[src/rtl/servo_pkg.sv]
// ----------------------------------------------------------------------------
// servo_pkg
// Shared widths, default timing constants and helpers for the servo pulse
// generator.
//   US_W   : width of any microsecond pulse-width value
//   CNT_W  : width of the microsecond frame counter
//   DEF_*  : default frame length and width window, in microseconds
//   us_t   : microsecond pulse-width type
//   clamp_us() : saturate a width into a [lo, hi] window
// ----------------------------------------------------------------------------
package servo_pkg;

    localparam int US_W  = 11;
    localparam int CNT_W = 15;

    localparam int DEF_PERIOD_US = 20000;
    localparam int DEF_MIN_US    = 1000;
    localparam int DEF_MAX_US    = 2000;
    localparam int DEF_CENTER_US = 1500;

    typedef logic [US_W-1:0] us_t;

    function automatic us_t clamp_us(input us_t value, input us_t lo, input us_t hi);
        if (value < lo) begin
            return lo;
        end
        if (value > hi) begin
            return hi;
        end
        return value;
    endfunction

endpackage

[src/rtl/us_tick_gen.sv]
// ----------------------------------------------------------------------------
// us_tick_gen
// Divides the system clock down to a one-cycle tick every DIV clocks. The
// prescaler counts 0..DIV-1, and the tick is high while the count is DIV-1.
// That places the first tick on the DIV-th rising edge after reset releases.
//   clk     : system clock
//   rst     : asynchronous active-high reset (count returns to 0)
//   us_tick : high for one clock out of every DIV
// ----------------------------------------------------------------------------
module us_tick_gen #(
    parameter int unsigned DIV = 100
) (
    input  logic clk,
    input  logic rst,
    output logic us_tick
);

    // A divide-by-1 still needs a one-bit counter so that the types stay legal.
    localparam int CW = (DIV > 1) ? $clog2(DIV) : 1;
    localparam logic [CW-1:0] LAST = CW'(DIV - 1);

    logic [CW-1:0] cnt;

    always_ff @(posedge clk or posedge rst) begin
        if (rst) begin
            cnt <= '0;
        end else if (cnt == LAST) begin
            cnt <= '0;
        end else begin
            cnt <= cnt + 1'b1;
        end
    end

    assign us_tick = (cnt == LAST);

endmodule

[src/rtl/servo_pwm_gen.sv]
// ----------------------------------------------------------------------------
// servo_pwm_gen
// Hobby-servo PWM frame generator. The module samples the requested width
// and the enable once per frame. It clamps the width to [MIN_US, MAX_US] and
// optionally slew-limits it. It then drives one registered pulse of exactly
// width_cur microseconds at the start of every PERIOD_US frame.
//   clk         : system clock (CLK_FREQ_HZ, integer multiple of 1 MHz)
//   rst         : asynchronous active-high reset
//   en          : output enable, sampled only at frame boundaries
//   pulse_us    : requested width in microseconds
//   pwm_out     : registered servo pulse
//   frame_start : one-cycle strobe on the first cycle of every frame
//   width_cur   : width applied in the current frame, in microseconds
// ----------------------------------------------------------------------------
module servo_pwm_gen
    import servo_pkg::*;
#(
    parameter int unsigned CLK_FREQ_HZ = 100_000_000,
    parameter int unsigned PERIOD_US   = DEF_PERIOD_US,
    parameter int unsigned MIN_US      = DEF_MIN_US,
    parameter int unsigned MAX_US      = DEF_MAX_US,
    parameter int unsigned CENTER_US   = DEF_CENTER_US,
    parameter int unsigned SLEW_US     = 0
) (
    input  logic            clk,
    input  logic            rst,
    input  logic            en,
    input  logic [US_W-1:0] pulse_us,
    output logic            pwm_out,
    output logic            frame_start,
    output logic [US_W-1:0] width_cur
);

    localparam int unsigned DIV = CLK_FREQ_HZ / 1_000_000;

    localparam logic [CNT_W-1:0] LAST_US  = CNT_W'(PERIOD_US - 1);
    localparam us_t              MIN_W    = US_W'(MIN_US);
    localparam us_t              MAX_W    = US_W'(MAX_US);
    localparam us_t              CENTER_W = US_W'(CENTER_US);
    localparam us_t              SLEW_W   = US_W'(SLEW_US);
    // The slew step as a positive 12-bit signed value, so that it compares
    // cleanly against the signed width difference.
    localparam logic signed [US_W:0] SLEW_S = $signed({1'b0, SLEW_W});

    logic                   us_tick;
    logic [CNT_W-1:0]       us_cnt;
    logic                   frame_en;
    logic                   boundary;
    logic                   pulse_end;
    us_t                    target;
    us_t                    width_next;
    logic signed [US_W:0]   diff;

    us_tick_gen #(
        .DIV (DIV)
    ) u_tick (
        .clk     (clk),
        .rst     (rst),
        .us_tick (us_tick)
    );

    // The frame counter starts at PERIOD_US-1, so the very first microsecond
    // tick after reset wraps it to 0 and opens the first frame.
    always_ff @(posedge clk or posedge rst) begin
        if (rst) begin
            us_cnt <= LAST_US;
        end else if (us_tick) begin
            if (us_cnt == LAST_US) begin
                us_cnt <= '0;
            end else begin
                us_cnt <= us_cnt + 1'b1;
            end
        end
    end

    assign boundary  = us_tick && (us_cnt == LAST_US);
    // The pulse ends on the edge where the counter becomes width_cur. That
    // gives a high time of exactly width_cur * DIV clocks.
    assign pulse_end = us_tick && ((us_cnt + 1'b1) == {{(CNT_W-US_W){1'b0}}, width_cur});

    assign target = clamp_us(pulse_us, MIN_W, MAX_W);
    // Both operands are zero-extended to 12 bits, so the subtraction cannot wrap.
    assign diff   = $signed({1'b0, target}) - $signed({1'b0, width_cur});

    // Next frame width: jump straight to the target unless slew limiting is
    // on and the target lies more than one slew step away.
    always_comb begin
        width_next = target;
        if (SLEW_US != 0) begin
            if (diff > SLEW_S) begin
                width_next = width_cur + SLEW_W;
            end else if (diff < -SLEW_S) begin
                width_next = width_cur - SLEW_W;
            end
        end
    end

    // Width and enable are captured only at the frame boundary. Input changes
    // in mid-frame therefore cannot shorten or stretch the pulse in progress.
    always_ff @(posedge clk or posedge rst) begin
        if (rst) begin
            width_cur   <= CENTER_W;
            frame_en    <= 1'b0;
            frame_start <= 1'b0;
        end else begin
            frame_start <= boundary;
            if (boundary) begin
                width_cur <= width_next;
                frame_en  <= en;
            end
        end
    end

    // The pulse rises together with frame_start when the new frame is
    // enabled. It is held low for the whole of any disabled frame.
    always_ff @(posedge clk or posedge rst) begin
        if (rst) begin
            pwm_out <= 1'b0;
        end else if (boundary) begin
            pwm_out <= en;
        end else if (pulse_end || !frame_en) begin
            pwm_out <= 1'b0;
        end
    end

endmodule

[config.mk]
export PLATFORM = sky130hd
export DESIGN_NAME = servo_pwm_gen
export DESIGN_NICKNAME = d
export VERILOG_FILES = /design/src/rtl/servo_pkg.sv /design/src/rtl/us_tick_gen.sv /design/src/rtl/servo_pwm_gen.sv
export SDC_FILE = /design/constraint.sdc
export NUM_CORES = 1
export LEC_CHECK = 0
export ABC_AREA = 1
export CORE_UTILIZATION = 27
export DETAILED_ROUTE_END_ITERATION = 8
export PLACE_DENSITY = 0.41
export SYNTH_ARGS = -nofsm -noshare
export SYNTH_HDL_FRONTEND = slang
export SYNTH_SLANG_ARGS = --single-unit
[constraint.sdc]
create_clock -name clk -period 2.3 [get_ports clk]
set_input_delay 0.69 -clock clk [delete_from_list [all_inputs] [get_ports clk]]
set_output_delay 0.69 -clock clk [all_outputs]
set_load 0.01 [all_outputs]
==> Word level (Yosys, flattened, before mapping) <==
Cells that the tools add are included.
{ "word_totals": {"ff_bits": 36, "input_bits": 14} }
{ "op_classes": {"n_reduce_logical": 5, "n_lt_le_gt_ge": 2, "muxes": 11, "eq_ne": 3, "add_sub_neg": 2} }
{ "ops": {"columns": ["cell", "n"], "rows": [
  ["2-to-1 mux 11 bit", 4],
  ["adder 15 x 1 -> 15 bit, second input constant", 1],
  ["== test 15 x 11 -> 1 bit", 1],
  ["== test 15 bit, second input constant", 1],
  ["2-to-1 mux 15 bit", 1],
  ["greater-than comparator 11 bit, second input constant", 1],
  ["less-than comparator 11 x 10 -> 1 bit, second input constant", 1],
  ["adder 7 x 1 -> 7 bit, second input constant", 1],
  ["== test 7 bit, second input constant", 1],
  ["2-to-1 mux 7 bit", 1],
  ["2-to-1 mux 1 bit", 5],
  ["logical AND 1 bit", 2],
  ["nonzero test 2 bit", 1],
  ["zero test 1 bit", 1],
  ["logical OR 1 bit", 1]
]} }

==> Logic depth before layout (Yosys ltp) <==
Gate-level depths: netlist (run 1).
{ "logic_depth": {"word_depth": 6, "mapped_depth": 14, "depth_no_buf": 14} }

==> Hierarchy <==
Synthesis (run 1) repeated with hierarchy kept, for this count alone.
{ "unflattened": {"hier_cells": 316, "hier_area_um2": 2280.9} }
{ "modules_own_cells": {"columns": ["module", "cells_per_inst", "n_inst", "seq_area_each_um2", "area_each_um2"], "rows": [
  ["servo_pwm_gen", 274, 1, 745.7, 1930.6],
  ["us_tick_gen", 42, 1, 175.2, 350.3]
]} }

==> Worst setup path before layout (run 1) <==
Ideal clock, no wire load.
{ "synth_timing": {"kind": "register to register", "start": "reg us_cnt[0]", "end": "reg pwm_out", "period_less_slack_ps": 1711, "n_path_buf": 0, "required_ps": 2183, "setup_ps": 117, "setup_slack_ps": 589, "arrival_ps": 1595, "stages_incl_launch_ff": 13, "path_cell_list": "dfstp_2 ha_1 nand2_2 nor2_4 nand2_2 o21ai_1 nand2_1 nor2_1 nand2_1 nor2_1 nand2_1 nand2_1 nand2_1"} }
{ "synth_via": {"elab_chain_len": 5, "word_cells_on_any_way": 8} }
{ "synth_lines": {"columns": ["item", "line", "text"], "rows": [
  ["from (decl)", "servo_pwm_gen.sv:46", "logic [CNT_W-1:0] us_cnt;"],
  ["from (signal assigned)", "servo_pwm_gen.sv:71", "us_cnt <= us_cnt + 1'b1;"],
  ["adder 15 x 1 -> 15 bit", "servo_pwm_gen.sv:79", "assign pulse_end = us_tick && ((us_cnt + 1'b1) == {{(CNT_W-US_W){1'b0}}, width_cur});"],
  ["== test 15 x 11 -> 1 bit", "servo_pwm_gen.sv:79", null],
  ["logical AND 1 bit", "servo_pwm_gen.sv:79", null],
  ["logical OR 1 bit", "servo_pwm_gen.sv:121", "end else if (pulse_end || !frame_en) begin"],
  ["nonzero test 2 bit (no line)", null, null],
  ["to (signal assigned)", "servo_pwm_gen.sv:120", "pwm_out <= en;"],
  ["to (decl)", "servo_pwm_gen.sv:29", "output logic pwm_out,"]
]} }
Several ways; a longest one is shown, not always the timed one.
A chain may end at the register's enable or synchronous reset.

==> Worst setup path after layout (run 1) <==
{ "layout_timing": {"start": "reg width_cur[10]", "end": "out width_cur[10]"} }
{ "layout_lines": {"columns": ["item", "line", "text"], "rows": [
  ["from (decl)", "servo_pwm_gen.sv:31", "output logic [US_W-1:0] width_cur"],
  ["from (signal assigned)", "servo_pwm_gen.sv:108", "width_cur <= width_next;"]
]} }
No word-level cell between the ends.

==> impl_results.rst, run 1 <==
.. list-table::
   :header-rows: 1

   * - Metric
     - Value
   * - Routed wirelength normalized by instance count
     - 12.9 microns
   * - Via count of the first global-routing pass
     - 1850
   * - Nature of the critical path endpoint
     - output port
   * - Largest voltage drop on the vdd net
     - 0.185 mV
   * - Unrepaired setup endpoints after global routing
     - no
   * - Total negative setup slack
     - 0 ns
   * - Number of synthesized flops with an enable pin
     - 0
   * - Pin slew with the least headroom to its limit
     - 0.446 ns
   * - Cell area after synthesis
     - 0.00214 sq mm
   * - # Max-Cap Violations
     - 0
   * - R2r setup slk
     - around 0.30 ns
   * - Leftover overflow at the end of global routing
     - 0
   * - Final #Nets
     - 341
   * - Critical hold path startpoint
     - u_tick.cnt[0]
   * - Clock transition at the register clock pins on the worst setup and hold paths after CTS
     - 0.08 ns
   * - Fill cell count
     - 847
   * - Initial core utilization
     - 0.278
   * - Count of antenna-violating nets left after detailed routing
     - 0
   * - Number of buffers inserted during clock tree synthesis
     - 5
   * - Antenna fix cells
     - 0
   * - TritonCTS clock tree
     - yes
   * - Worst path cell trace
     - clkdlybuf4s50_1
   * - Slowest stage cell, crit path
     - dfstp_2
   * - Placed Instances
     - 420
   * - Bufs on Longest Clock Path
     - 2
   * - Cell with the most instances after synthesis
     - nand2_1
   * - Ratio of total power to cell area
     - 455 mW/mm^2
   * - Ys Warns
     - 0
   * - Die Span X
     - 91.0 microns
   * - Type of element launching the critical path
     - flop
   * - Gate Count Post-Synth
     - 290
   * - Die outline area
     - 0.00828 sq mm
   * - Count of hold buffers inserted by post-cts repair
     - 0
   * - Top flip-flop cell by instance count after synthesis
     - dfrtp_1
   * - Net count after synthesis
     - 306
   * - Leakage power
     - 0.00122 uW
   * - Share of the synthesized area in the top cell type
     - 0.234
   * - Setup violation total in the final timing report
     - 0
   * - Worst path buffer plus inverter count
     - 1
   * - Gate family responsible for the most delay along the worst path
     - flip-flops
   * - Syn Area/Cell
     - 7.37 sq um
   * - Leading cell types by count after synthesis
     - nand2_1 (84), inv_1 (42), nor2_1 (27)
   * - Core region area
     - 0.00769 sq mm
   * - Final design utilization
     - 0.345
   * - Area growth from synthesis to final layout
     - 24.1%
   * - Worst-Skew Late Latency
     - 0.30 ns
   * - Final Max Slew Viols
     - 0
   * - Cells on worst reg2reg path
     - 9
   * - Final hold violation count
     - 0
   * - Clock H-tree levels
     - 2
   * - Number of placed I/O pins
     - 27
   * - Resized Gates After CTS
     - 0
   * - Run status
     - completed
   * - Total number of vias
     - 1929
   * - Flops & latches, synth
     - 36
   * - Overall routing resource usage
     - 0.146
   * - Cell taking the most area after synthesis
     - dfrtp_1
   * - Cell count of the worst hold path
     - 1
   * - HP Class
     - reg2reg
   * - TritonRoute pass-1 iters
     - 4
   * - Final standard cell area without fillers
     - 0.00265 sq mm
   * - Post-place instance area
     - roughly 0.0026 sq mm
   * - Fin Clk Skew
     - 0.0133 ns
   * - Total Wirelength
     - 5520 microns
   * - Worst path arrival time
     - 1.40 ns
   * - Worst slew slack as a fraction of its limit
     - 0.703
   * - Time the final worst path needs with I/O delays and setup
     - 2.09 ns
   * - Cells taking the most area after synthesis
     - dfrtp_1 (23%), dfstp_2 (20%), nand2_1 (15%)
   * - DR iter-0 viols
     - 109
   * - Fraction of synthesis flops using an asynchronous set or reset pin
     - 1.00
   * - Proportion of layout cells with a drive suffix above 1
     - 0.135
   * - First-pass GRT wire length
     - 9270 microns
   * - Seq/Total Area, Yosys
     - 0.431
   * - Maximum number of pins on one net before global-route repair
     - 37
   * - Clock tree root buffer cell
     - clkbuf_8
   * - Critical Path RT
     - 1.61 ns
   * - Class of the most critical setup path
     - reg2out
   * - Num rows
     - 32
   * - FMAX
     - 479 MHz
   * - WHS Endpoint
     - u_tick.cnt[0]
   * - Share of the clock period used by the worst path
     - 0.908
   * - CP Max Fanout
     - 4
   * - End of the worst register-to-register path
     - width_cur[0]
   * - Count of distinct cell types in the synthesized netlist
     - 28
   * - Buffers added on ports
     - 26
   * - Number of design rule violations left after detail routing
     - 0
   * - Power, Total
     - 1210 uW
   * - Number of standard cells in the final layout excluding fillers
     - 428
   * - Origin of the critical flop-to-flop path
     - us_cnt[0]
   * - Slowest stage delay, CP
     - 0.57 ns
   * - DPL Wire Length
     - ~4200 microns
   * - Sinks on Clock Net
     - 36
   * - Initial antenna violation count
     - 0
   * - Total setup buffers inserted after CTS
     - 0
   * - Floorplan die height
     - a little over 90 microns
   * - Placer Congestion
     - 0.792
   * - Per-cell via count in the routed design
     - 4.51
[layer usage]
| layer | track usage | up-vias | share of wire |
|---|---|---|---|
| met5 | 0 | - | 0 |
| met4 | 0.0608 | 0 | 0.014 |
| met3 | 0.0276 | 8 | 0.030 |
| met2 | 0.232 | 36 | 0.47 |
| met1 | 0.194 | 882 | 0.48 |
| li1 | - | 1003 | - |
[sequential cells by signal, summed over array words and instances (netlist names)]
name / cells
us_cnt: 15
frame_en: 1
frame_start: 1
width_cur: 11
pwm_out: 1
u_tick.cnt: 7
[cell families after synthesis]
kind of cell / Yosys count / share of synthesized area
buf+inv: 49 / 0.0866
xor+xnor: 6 / 0.0246
simple gates: 163 / 0.360
fa+ha+maj: 2 / 0.0117
flops: 36 / 0.431
compound gates: 34 / 0.0866
[worst max path at each step]
stage                     slack (ns)  cells past startpoint     startpoint            end
after floorplan                 0.59                     12      us_cnt[0]        pwm_out
after global placement          0.21                      7    pulse_us[5]   width_cur[2]
after detailed placement        0.23                      7    pulse_us[5]   width_cur[0]
after CTS                       0.20                      1  width_cur[10]  width_cur[10]
after global routing            0.12                     12      us_cnt[0]        pwm_out
final                           0.21                      1  width_cur[10]  width_cur[10]
[where the power goes]
group / switching, uW / internal (uW) / total (uW)
Combinational: 36.0 / 37.0 / 73.0
Clock: 249 / 244 / 492
Sequential: 3.48 / 639 / 643
[final cells by class]
cell class,instances,area [sq um],area share
repair buffers,30,303,0.114
well taps,102,128,0.0481
clock inverters,1,7.51,0.00283
multi-input cells,205,1030,0.389
flip-flops and latches,36,921,0.347
clock buffers,7,86.3,0.0325
inverters,47,176,0.0665
[cell usage in the layout, fill, tap and decap left out, drive strengths merged, types with 4 or more instances in the layout]
cell type       n
clkdlybuf4s50  26
nor2           32
nand4           9
xor2            4
inv            46
nand3          28
o21ai          22
clkbuf          7
nand2          88
buf             4
dfstp          16
a22oi           4
o22ai           4
dfrtp          20
a21oi           4
[through the flow]
step / setup slack [ns] / hold WS (ns)
4_1_cts: 0.196 / 0.476
3_3_place_gp: 0.213 / 0.460
2_1_floorplan: 0.589 / 0.433
3_5_place_dp: 0.227 / 0.464
6_report: 0.211 / 0.471
5_1_grt: 0.119 / 0.491
Power figures use the tool's default switching activity.
==> run 2: changes to the inputs <==
Settings changed: SKIP_LAST_GASP set to 1.
==> results of run 2 <==
Same layout as run 1: the final DEF is identical, and so are final timing and power.
